**config.mk**
```make
export PLATFORM = sky130hd
export DESIGN_NAME = bus_interface_unit
export DESIGN_NICKNAME = d
export VERILOG_FILES = /design/src/rtl/bus_interface_unit.sv
export SDC_FILE = /design/constraint.sdc
export NUM_CORES = 1
export LEC_CHECK = 0
export BUFFER_PORTS_ARGS = -buffer_cell sky130_fd_sc_hd__buf_2
export CORE_ASPECT_RATIO = 0.9
export CORE_MARGIN = 2
export CORE_UTILIZATION = 30
export CTS_CLUSTER_DIAMETER = 80
export DETAILED_ROUTE_END_ITERATION = 8
export PLACE_DENSITY = 0.55
export RECOVER_POWER = 25
export SYNTH_ARGS = -nofsm -noshare
export SYNTH_HDL_FRONTEND = slang
export SYNTH_SLANG_ARGS = --single-unit
```
**constraint.sdc**
```tcl
create_clock -name clk -period 2.1 [get_ports clk]
set_input_delay 0.21 -clock clk [delete_from_list [all_inputs] [get_ports clk]]
set_output_delay 0.21 -clock clk [all_outputs]
set_load 0.01 [all_outputs]
```
**src/rtl/bus_interface_unit.sv**
```systemverilog
// Purpose : external-bus controller; sequences one core read/write at a time on the address/data/rw/lock pins.
// Latency : with i_ready high, o_rsp_valid pulses 3 + WAIT_STATES cycles after the accept edge.
// Backpressure: o_req_ready only in IDLE, and only while this CPU owns the lock or no external agent holds it.
//
// Ports:
//   clk, n_rst                 clock, asynchronous active-low reset
//   i_req/i_req_*, o_req_ready core request (rw, addr, wdata, lock) with valid/ready handshake
//   o_rsp_valid/rdata/err      one-cycle completion pulse with read data and timeout flag
//   o_addr, o_rw, o_data(_oe)  external pins (tristate is resolved above this block)
//   i_data, i_ready            external read data and device ready
//   i_ext_lock, o_lock         bus lock arbitration with an external agent
//   o_busy                     transfer in flight or lock held
module bus_interface_unit #(
    parameter int ADDR_WIDTH    = 16,
    parameter int DATA_WIDTH    = 16,
    parameter int WAIT_STATES   = 1,
    parameter int TIMEOUT       = 255,
    parameter int TIMEOUT_WIDTH = 8
) (
    input  logic                     clk,
    input  logic                     n_rst,
    input  logic                     i_req,
    input  logic                     i_req_rw,
    input  logic [ADDR_WIDTH-1:0]    i_req_addr,
    input  logic [DATA_WIDTH-1:0]    i_req_wdata,
    input  logic                     i_req_lock,
    output logic                     o_req_ready,
    output logic                     o_rsp_valid,
    output logic [DATA_WIDTH-1:0]    o_rsp_rdata,
    output logic                     o_rsp_err,
    output logic [ADDR_WIDTH-1:0]    o_addr,
    output logic                     o_rw,
    output logic [DATA_WIDTH-1:0]    o_data,
    output logic                     o_data_oe,
    input  logic [DATA_WIDTH-1:0]    i_data,
    input  logic                     i_ready,
    input  logic                     i_ext_lock,
    output logic                     o_lock,
    output logic                     o_busy
);

    typedef enum logic [1:0] {IDLE, ADDR, WAIT, DONE} state_t;

    localparam logic [7:0]               WAIT_LOAD = 8'(WAIT_STATES);
    localparam logic [TIMEOUT_WIDTH-1:0] TOUT_LIM  = TIMEOUT_WIDTH'(TIMEOUT);
    localparam bit                       TOUT_EN   = (TIMEOUT != 0);

    state_t                   state;
    logic                     rw_q;
    logic                     lock_q;
    logic [7:0]               wait_cnt;
    logic [TIMEOUT_WIDTH-1:0] tout_cnt;

    logic                     accept;
    logic                     complete;
    logic [TIMEOUT_WIDTH-1:0] tout_inc;
    logic                     timeout_hit;

    // Once we own the lock, the external agent's lock request is ignored.
    assign o_req_ready = (state == IDLE) && (o_lock || !i_ext_lock);
    assign o_busy      = (state != IDLE) || o_lock;
    assign accept      = i_req && o_req_ready;

    assign complete    = (wait_cnt == 8'd0) && i_ready;
    // Saturating increment so a disabled timeout cannot wrap the counter.
    assign tout_inc    = (&tout_cnt) ? tout_cnt : tout_cnt + TIMEOUT_WIDTH'(1);
    // Completion is tested first in the FSM, so it wins over a same-cycle timeout.
    assign timeout_hit = TOUT_EN && (tout_inc == TOUT_LIM);

    always_ff @(posedge clk or negedge n_rst) begin
        if (!n_rst) begin
            state       <= IDLE;
            rw_q        <= 1'b0;
            lock_q      <= 1'b0;
            wait_cnt    <= 8'd0;
            tout_cnt    <= '0;
            o_addr      <= '0;
            o_rw        <= 1'b0;
            o_data      <= '0;
            o_data_oe   <= 1'b0;
            o_lock      <= 1'b0;
            o_rsp_valid <= 1'b0;
            o_rsp_err   <= 1'b0;
            o_rsp_rdata <= '0;
        end else begin
            o_rsp_valid <= 1'b0;
            case (state)
                IDLE: begin
                    if (accept) begin
                        // Pins are loaded on the accept edge so they are valid throughout ADDR.
                        rw_q      <= i_req_rw;
                        lock_q    <= i_req_lock;
                        o_addr    <= i_req_addr;
                        o_rw      <= i_req_rw;
                        o_data_oe <= i_req_rw;
                        if (i_req_rw) begin
                            o_data <= i_req_wdata;
                        end
                        if (i_req_lock) begin
                            o_lock <= 1'b1;
                        end
                        state <= ADDR;
                    end
                end
                ADDR: begin
                    wait_cnt <= WAIT_LOAD;
                    tout_cnt <= '0;
                    state    <= WAIT;
                end
                WAIT: begin
                    if (complete) begin
                        o_rsp_rdata <= rw_q ? '0 : i_data;
                        o_rsp_err   <= 1'b0;
                        o_rsp_valid <= 1'b1;
                        o_data_oe   <= 1'b0;
                        o_rw        <= 1'b0;
                        state       <= DONE;
                    end else begin
                        if (wait_cnt != 8'd0) begin
                            wait_cnt <= wait_cnt - 8'd1;
                        end
                        tout_cnt <= tout_inc;
                        if (timeout_hit) begin
                            o_rsp_rdata <= '0;
                            o_rsp_err   <= 1'b1;
                            o_rsp_valid <= 1'b1;
                            o_data_oe   <= 1'b0;
                            o_rw        <= 1'b0;
                            state       <= DONE;
                        end
                    end
                end
                DONE: begin
                    // A failed locked transfer releases the bus rather than leaving it held.
                    if (!lock_q || o_rsp_err) begin
                        o_lock <= 1'b0;
                    end
                    state <= IDLE;
                end
                default: state <= IDLE;
            endcase
        end
    end

endmodule

```
==> metrics, run 1 <==
Sw Pwr=2130 uW; PortBufs=109; largest net degree at the start of global routing=41; CP required=2310 ps; clk buf depth=2; Worst-Margin Slew=849 ps; Std-Cell Rows=35; status=finished clean; cell area after layout=4210 um^2; post-detailed-routing wire length=7290 um; Synth Warn #=0; compound-gate portion of the synthesized area=14.3%; Area after DPL=3930 um^2; clock slew at reported path FFs=50 ps; Setup Crit Path Kind=reg -> reg; post-synthesis mux area share=6.30%; core area=10300 um^2; post-synthesis simple-gate area fraction=15.6%; via density per instance=4.70; final setup vio count=0; Final Hold Viols=0; DP Wirelength=5270 um; CTS Root Cell=clkbuf_16; Synth cell types=52; pins over their slew limit=0; TritonCTS clock tree=done; synth-to-layout area growth=31.9%; fillers=1000; hold slack=67.0 ps; RSZ-0062 raised after global routing=false; Critical Path Fanout Max=6; fmax=520 MHz; clock latency at the later pin of the worst-skew pair=330 ps; ANT nets after route=0; total power=5910 uW; Synth Area in Adders=2.74%; initial antenna violation count=0; Lkg Pwr=0.00215 uW; Gate Count Post-Synth=286; hold wc startpoint=i_req_addr[3]; # H-tree levels=3; syn_nets=348; WP buf/inv=0; Die Ht=102 um; share of synthesized flip-flops with an asynchronous set or reset=100%; largest family of logic cells by synthesized area=simple AND/OR/NAND/NOR gates; Max Cap Violations=0; TritonCTS Buffers=9; fin crit share=91.5%; drt first pass iters=4; first-pass GRT wire length=12000 um; Synth Flop Type=dfrtp_1; Congestion Overflow GR=0; Gate power share=38.6%; most common cell after layout, fill and taps aside=buf_2; Synth Area in XOR/XNOR=0.822%; NumNets Final=471; max_slew headroom=43.4%; worst path arrival time=2130 ps; PD cells=1400 nW/um^2; Hold Path Class=in -> reg; TNS Setup=0 ps; clk sink count=72; reg-to-reg critical path startpoint=tout_cnt[1]$_DFFE_PN0P_; ant diodes=0; layout cells sized above 1=40.7%; # IOs=110; Clk pwr share=22.4%; WL/cell=13.4 um; crit-path leading delay family=compound AO/OA/AOI/OAI gates; Flop pwr share=39.0%; worst path cell trace=ha_4 > nand3_1 > o32ai_1 > o2111a_2 > a2bb2oi_2 > mux2_1; vias in the first global route=2492; Seq/Total Area, Yosys=56.4%; Remaining DRCs=0; initial drt markers=187; P_int=3780 uW; CP startpoint=tout_cnt[1]$_DFFE_PN0P_; die area=11500 um^2; Critical Path End Type=flip-flop; Critical Path Start Type=flip-flop; Worst Skew=8.96 ps; via count=2550; Tot GR Track Use=13.1%; Starting Density=31.1%; most frequent cells in the layout=buf_2 (107), dfrtp_1 (72), nand2_1 (64); die width=113 um; routability cong.=0.771; critical path's slowest cell=dfrtp_1; Seq cells post-synth=72; minimum clock period=1920 ps; Sw Share=36.0%; Peak VDD IR=646 uV; CP max stage delay=440 ps; count of flip-flops with a built-in enable after synthesis=0; Mapped Area=3200 um^2; Avg Inst Size Synth=11.2 um^2
-- metrics by stage --
stage               std cells  utilization [%]  setup slack, ps
floorplan                 286                -              243
global route              542             40.9             33.2
finish                    542             40.9              178
CTS                       539             40.8              117
global placement          523             38.2              156
detailed placement        523             38.2              122
-- layer usage --
metal / routed length (um) / track usage, % / vias to the layer above
met4: 93 / 3.94 / 0
met3: 520 / 4.92 / 10
met5: 0 / 0 / -
li1: - / - / 1247
met1: 3490 / 17.2 / 1209
met2: 3180 / 20.2 / 84
-- worst reg2reg max path: stages (launching register included) --
cell	delay [ps]
dfrtp_1	440
ha_4	190
nand3_1	110
o32ai_1	250
o2111a_2	280
a2bb2oi_2	200
mux2_1	330
-- kinds of logic (layout without fill, tap and decap cells) --
| family | Yosys count | in the layout |
|---|---|---|
| adder cells (fa/ha/maj) | 7 | 7 |
| flip-flops | 72 | 72 |
| AND/OR/NAND/NOR | 105 | 105 |
| XOR/XNOR | 3 | 3 |
| multiplexers | 18 | 18 |
| buffers and inverters | 24 | 151 |
| AO/OA/AOI/OAI | 57 | 57 |
-- registers in the layout, indices dropped and copies added, names as in the netlist --
signal	count
wait_cnt	8
state	2
o_data	16
o_rsp_err	1
o_data_oe	1
rw_q	1
lock_q	1
o_addr	16
o_rsp_rdata	16
tout_cnt	8
o_lock	1
o_rsp_valid	1
-- cell usage after synthesis (2+ instances only) --
cell type	instances	share of area, %
nor2_1	10	1.2
o22ai_1	3	0.59
dfrtp_1	72	56
nand2b_1	2	0.39
nor3_1	4	0.63
ha_1	7	2.7
a22o_2	5	1.6
buf_4	2	0.47
inv_1	12	1.4
mux2_2	16	5.6
xor2_1	3	0.82
nand4_1	2	0.39
buf_2	3	0.47
buf_6	3	1.1
a22o_1	9	2.5
a31oi_1	2	0.39
or4_1	2	0.47
nand2_1	64	7.5
and2_1	3	0.59
nand3_1	7	1.1
and3_1	4	0.78
a211oi_1	2	0.47
o31ai_1	3	0.70
clkbuf_1	2	0.24
a21oi_1	14	2.2
a311oi_1	2	0.55
o21ai_0	3	0.47
-- power by group through the flow --
stage / Sequential, uW / Combinational [uW] / Clock [uW]
final: 2300 / 2280 / 1320
after global placement: 2300 / 2220 / 0
after floorplan: 2460 / 1240 / 0
after CTS: 2300 / 2260 / 1370
after detailed placement: 2310 / 2250 / 0
after global routing: 2380 / 2550 / 1430
-- worst paths after layout --
kind	endpoint	slack (ps)	cells after the start
worst max-delay path	state[1]$_DFFE_PN0P_	180	6
worst min-delay path	o_addr[3]$_DFFE_PN0P_	70	3
worst max register to register	state[1]$_DFFE_PN0P_	180	6
worst min register to register	o_addr[15]$_DFFE_PN0P_	470	2
max in group asynchronous	o_addr[3]$_DFFE_PN0P_	440	3
min in group asynchronous	wait_cnt[6]$_DFFE_PN0P_	520	2
-- what timing repair did --
action                     4_1_cts  5_1_grt
setup endpoints to repair        0        2
resized for setup                0        2
setup buffers                    0        3
hold endpoints to repair        32        0
hold buffers                     1        0
-- layout make-up --
type / instances / area [um^2] / area share, %
inverter: 13 / 48.8 / 1.16
tap: 129 / 161 / 3.83
timing repair buffer: 123 / 664 / 15.8
clock inverter: 4 / 22.5 / 0.534
multi-input combinational: 190 / 1280 / 30.4
clock buffer: 11 / 233 / 5.52
sequential: 72 / 1800 / 42.8
Power figures use the tool's default switching activity.
==> inputs of run 2 (changes only) <==
- CELL_PAD_IN_SITES_DETAIL_PLACEMENT: default -> 0
- CELL_PAD_IN_SITES_GLOBAL_PLACEMENT: default -> 1
- CORE_MARGIN: 2 -> default
- PLACE_DENSITY: 0.55 -> 0.68
==> metrics, run 2 (synthesized netlist as in run 1, its figures left out) <==
status=finished with violations; failing checks=max-capacitance violations, max-slew violations; worst hold path depth=3; clk sink count=72; CTS Root Cell=clkbuf_16; CP max stage delay=410 ps; layout cells sized above 1=41.6%; Worst Skew=3.66 ps; TNS Setup=0 ps; critical path's slowest cell=dfrtp_2; TritonCTS Buffers=9; Remaining DRCs=0; Hold Path Class=in -> reg; Critical Path Start Type=flip-flop; vias in the first global route=2559; most frequent cells in the layout=buf_2 (108), dfrtp_1 (70), nand2_1 (64); core area=10300 um^2; minimum clock period=1940 ps; worst path arrival time=2150 ps; RSZ-0062 raised after global routing=false; Std-Cell Rows=35; final setup vio count=0; Worst-Margin Slew=1770 ps; die area=11100 um^2; fmax=516 MHz; drt first pass iters=4; Congestion Overflow GR=0; DP Wirelength=5120 um; Peak VDD IR=659 uV; clk buf depth=2; largest net degree at the start of global routing=73; Final Hold Viols=0; hold worst-path end=o_addr[0]$_DFFE_PN0P_; Lkg Pwr=0.00216 uW; Largest regs=o_addr (16), o_data (16), o_rsp_rdata (16); clock slew at reported path FFs=60 ps; WL/cell=13.3 um; initial drt markers=112; Tot GR Track Use=13.7%; crit-path leading delay family=compound AO/OA/AOI/OAI gates; ant diodes=0; synth-to-layout area growth=32.5%; post-detailed-routing wire length=7180 um; Levels on crit path=6; GRT met1 Usage=17.2%; fin crit share=92.4%; reg-to-reg critical path startpoint=tout_cnt[0]$_DFFE_PN0P_; # IOs=110; CP required=2310 ps; first-pass GRT wire length=12100 um; PortBufs=109; initial antenna violation count=0; WP buf/inv=0; Setup Crit Path Kind=reg -> reg; Die Ht=99.9 um; r2r setup slk=160 ps; ANT nets after route=0; pins over their slew limit=73; routability cong.=0.812; NumNets Final=466; Starting Density=31.1%; # H-tree levels=3; reg2reg end=state[1]$_DFFE_PN0P_; most common cell after layout, fill and taps aside=buf_2; GR Util met3=5.80%; worst r2r path cells=6; Critical Path End Type=flip-flop; worst path cell trace=ha_2 > nand3_1 > o32ai_2 > o2111a_2 > a2bb2oi_2 > mux2_1; Critical Path Fanout Max=8; max_slew headroom=-18.0%; die width=111 um; via density per instance=4.64; met2 Track Usage GR=21.2%; TritonCTS clock tree=done; clock latency at the later pin of the worst-skew pair=320 ps; PD cells=1450 nW/um^2; via count=2498; Max Cap Violations=1; grt peak-use layer=met2; total power=6140 uW; hold wc startpoint=i_req_addr[0]
## run 2: report_power, final
part,internal (uW),switching [uW]
clock network,1040,564
registers,1930,371
logic,1030,1200
## run 2: how the worst max path moves through the flow
stage / start / to / slack (ps)
finish: tout_cnt[0]$_DFFE_PN0P_ / state[1]$_DFFE_PN0P_ / 160
global route: state[0]$_DFFE_PN0P_ / wait_cnt[6]$_DFFE_PN0P_ / 20
CTS: tout_cnt[0]$_DFFE_PN0P_ / state[1]$_DFFE_PN0P_ / 70
detailed placement: tout_cnt[0]$_DFFE_PN0P_ / state[1]$_DFFE_PN0P_ / 90
global placement: tout_cnt[0]$_DFFE_PN0P_ / state[1]$_DFFE_PN0P_ / 160
floorplan: tout_cnt[0]$_DFFE_PN0P_ / state[1]$_DFFE_PN0P_ / 240
## run 2: layout make-up
type / instances / area [um^2]
Timing Repair Buffer: 118 / 626
Tap cell: 129 / 161
Inverter: 13 / 48.8
Multi-Input combinational cell: 190 / 1280
Sequential cell: 72 / 1800
Clock buffer: 10 / 229
Clock inverter: 6 / 83.8
Fill cell: 1006 / 6060
## run 2: what timing repair did
| action | CTS | global route |
|---|---|---|
| setup endpoints to repair | 0 | 18 |
| hold buffers | 0 | 0 |
| resized for setup | 0 | 4 |
| setup buffers | 0 | 0 |
## run 2: per-stage QoR
step | hold WS, ps | cells | setup WS, ps | util [%] | cell area, um^2
global placement | 399 | 522 | 162 | 38.0 | 3910
detailed placement | 408 | 522 | 90.0 | 38.0 | 3910
floorplan | -85.6 | 286 | 243 | - | 3200
global route | 62.4 | 538 | 20.8 | 41.1 | 4230
CTS | 36.3 | 538 | 73.4 | 41.0 | 4220
finish | 73.4 | 538 | 161 | 41.1 | 4230
## run 2: per-layer routing
metal  part of all wire [%]  routed length (um)  up-vias
li1                       -                   -     1234
met1                     47                3370     1171
met2                     44                3150       84
met3                    7.6                 548        9
met4                    1.4                 100        0
met5                      0                   0        -
## run 2: worst min-delay path, cell delays in order
cell,delay (ps)
buf_2,70
nand2_1,40
nand2_1,40
==> inputs of run 3 (changes only) <==
- CTS_BUF_LIST: default -> sky130_fd_sc_hd__clkbuf_4 sky130_fd_sc_hd__clkbuf_8
- GPL_TIMING_DRIVEN: default -> 0
==> metrics, run 3 (synthesized netlist as in run 1, its figures left out) <==
status=finished clean; Critical Path End Type=flip-flop; Lkg Pwr=0.00216 uW; PortBufs=109; pins over their slew limit=0; Std-Cell Rows=35; clk buf depth=2; most frequent cells in the layout=buf_2 (110), dfrtp_1 (71), nand2_1 (62); max_slew headroom=40.3%; RSZ-0062 raised after global routing=false; final setup vio count=0; Remaining DRCs=0; PD cells=1390 nW/um^2; most common cell after layout, fill and taps aside=buf_2; ant diodes=0; clock slew at reported path FFs=80 ps; post-detailed-routing wire length=7300 um; DP Wirelength=5290 um; Starting Density=31.1%; worst path arrival time=2250 ps; Worst-Margin Slew=896 ps; clk sink count=72; fillers=1002; Placed Cells=525; core area=10300 um^2; cell area after layout=4220 um^2; initial antenna violation count=0; vias in the first global route=2501; total power=5870 uW; Layout Cells excl Fill=547; initial drt markers=75; # IOs=110; Final Core Density=41.0%; TritonCTS clock tree=done; # H-tree levels=3; Area after DPL=3930 um^2; Post-Place Worst Slack=-22.1 ps; Setup Crit Path Kind=reg -> reg; TritonCTS Buffers=9; largest net degree at the start of global routing=38; layout cells sized above 1=42.6%; via density per instance=4.63; synth-to-layout area growth=32.1%; first-pass GRT wire length=12300 um; Critical Path Fanout Max=8; Tot GR Track Use=14.0%; fmax=496 MHz; CTS Root Cell=clkbuf_8; Congestion Overflow GR=0; Largest regs=o_addr (16), o_data (16), o_rsp_rdata (16); Final Hold Viols=0; fin crit share=96.1%; die width=111 um; ANT nets after route=0; minimum clock period=2020 ps; routability cong.=0.767; Peak VDD IR=785 uV; Worst Skew=10.3 ps; Die Ht=99.9 um; setup ws final=82.7 ps; die area=11100 um^2; NumNets Final=475; via count=2532; drt first pass iters=4; Max Cap Violations=0; Hold Path Class=in -> reg; clock latency at the later pin of the worst-skew pair=350 ps; CP required=2330 ps; WL/cell=13.3 um; Critical Path Start Type=flip-flop
## run 3: changes by cell type in the layout (fill, tap and decap cells not counted), moves of 2 or more
| cell | change |
|---|---|
| nand2_1 | -2 |
| buf_2 | +2 |
| nand2_2 | +2 |
| clkinvlp_4 | +2 |
| buf_6 | +3 |
| clkinv_2 | -2 |
| clkbuf_4 | +3 |
| clkbuf_8 | +10 |
| clkbuf_16 | -9 |
| clkbuf_2 | +2 |
## run 3: cell type report
class	count	area [um^2]	share of cell area (%)
Buffer	11	80.1	1.90
Clock buffer	11	145	3.44
Clock inverter	5	80.1	1.90
Inverter	13	48.8	1.16
Multi-Input combinational cell	190	1300	30.9
Sequential cell	72	1800	42.7
Tap cell	129	161	3.82
Timing Repair Buffer	116	601	14.2
## run 3: worst paths after layout
check / endpoint / cells after the start / startpoint / slack, ps
worst max-delay path: state[1]$_DFFE_PN0P_ / 6 / tout_cnt[0]$_DFFE_PN0P_ / 80
worst min-delay path: o_addr[8]$_DFFE_PN0P_ / 3 / i_req_addr[8] / 50
worst max register to register: state[1]$_DFFE_PN0P_ / 6 / tout_cnt[0]$_DFFE_PN0P_ / 80
worst min register to register: o_addr[5]$_DFFE_PN0P_ / 2 / o_addr[5]$_DFFE_PN0P_ / 470
max in group asynchronous: o_addr[15]$_DFFE_PN0P_ / 3 / n_rst / 470
min in group asynchronous: wait_cnt[6]$_DFFE_PN0P_ / 2 / n_rst / 520
## run 3: through the flow
step	TNS [ps]	hold WS [ps]
2_1_floorplan	0	-85.6
3_3_place_gp	-111	399
3_5_place_dp	-119	210
4_1_cts	0	23.6
5_1_grt	0	40.8
6_report	0	45.5
## run 3: report_power, final
part / switching [uW] / internal [uW]
sequential: 357 / 1930
clock: 514 / 712
combinational: 1250 / 1100
total: 2120 / 3740
## run 3: worst max-delay path, stage by stage, from the launching register on
cell       delay (ps)
dfrtp_2           420
ha_2              240
nand3_1           130
o32ai_1           250
o2111a_2          330
a2bb2oi_4         200
mux2_1            330
## run 3: timing repair
action / 4_1_cts / 5_1_grt
hold endpoints to repair: 35 / 0
setup buffers: 0 / 5
pin swaps: 0 / 2
endpoints found under the setup margin: 9 / 35
resized for setup: 1 / 11
hold buffers: 1 / 0
## run 3: layer usage
layer | part of all wire, % | GRT usage [%] | vias up
li1 | - | - | 1248
met1 | 48 | 19.3 | 1195
met2 | 44 | 20.2 | 81
met3 | 6.8 | 5.01 | 8
met4 | 1.2 | 4.92 | 0
met5 | 0 | 0 | -
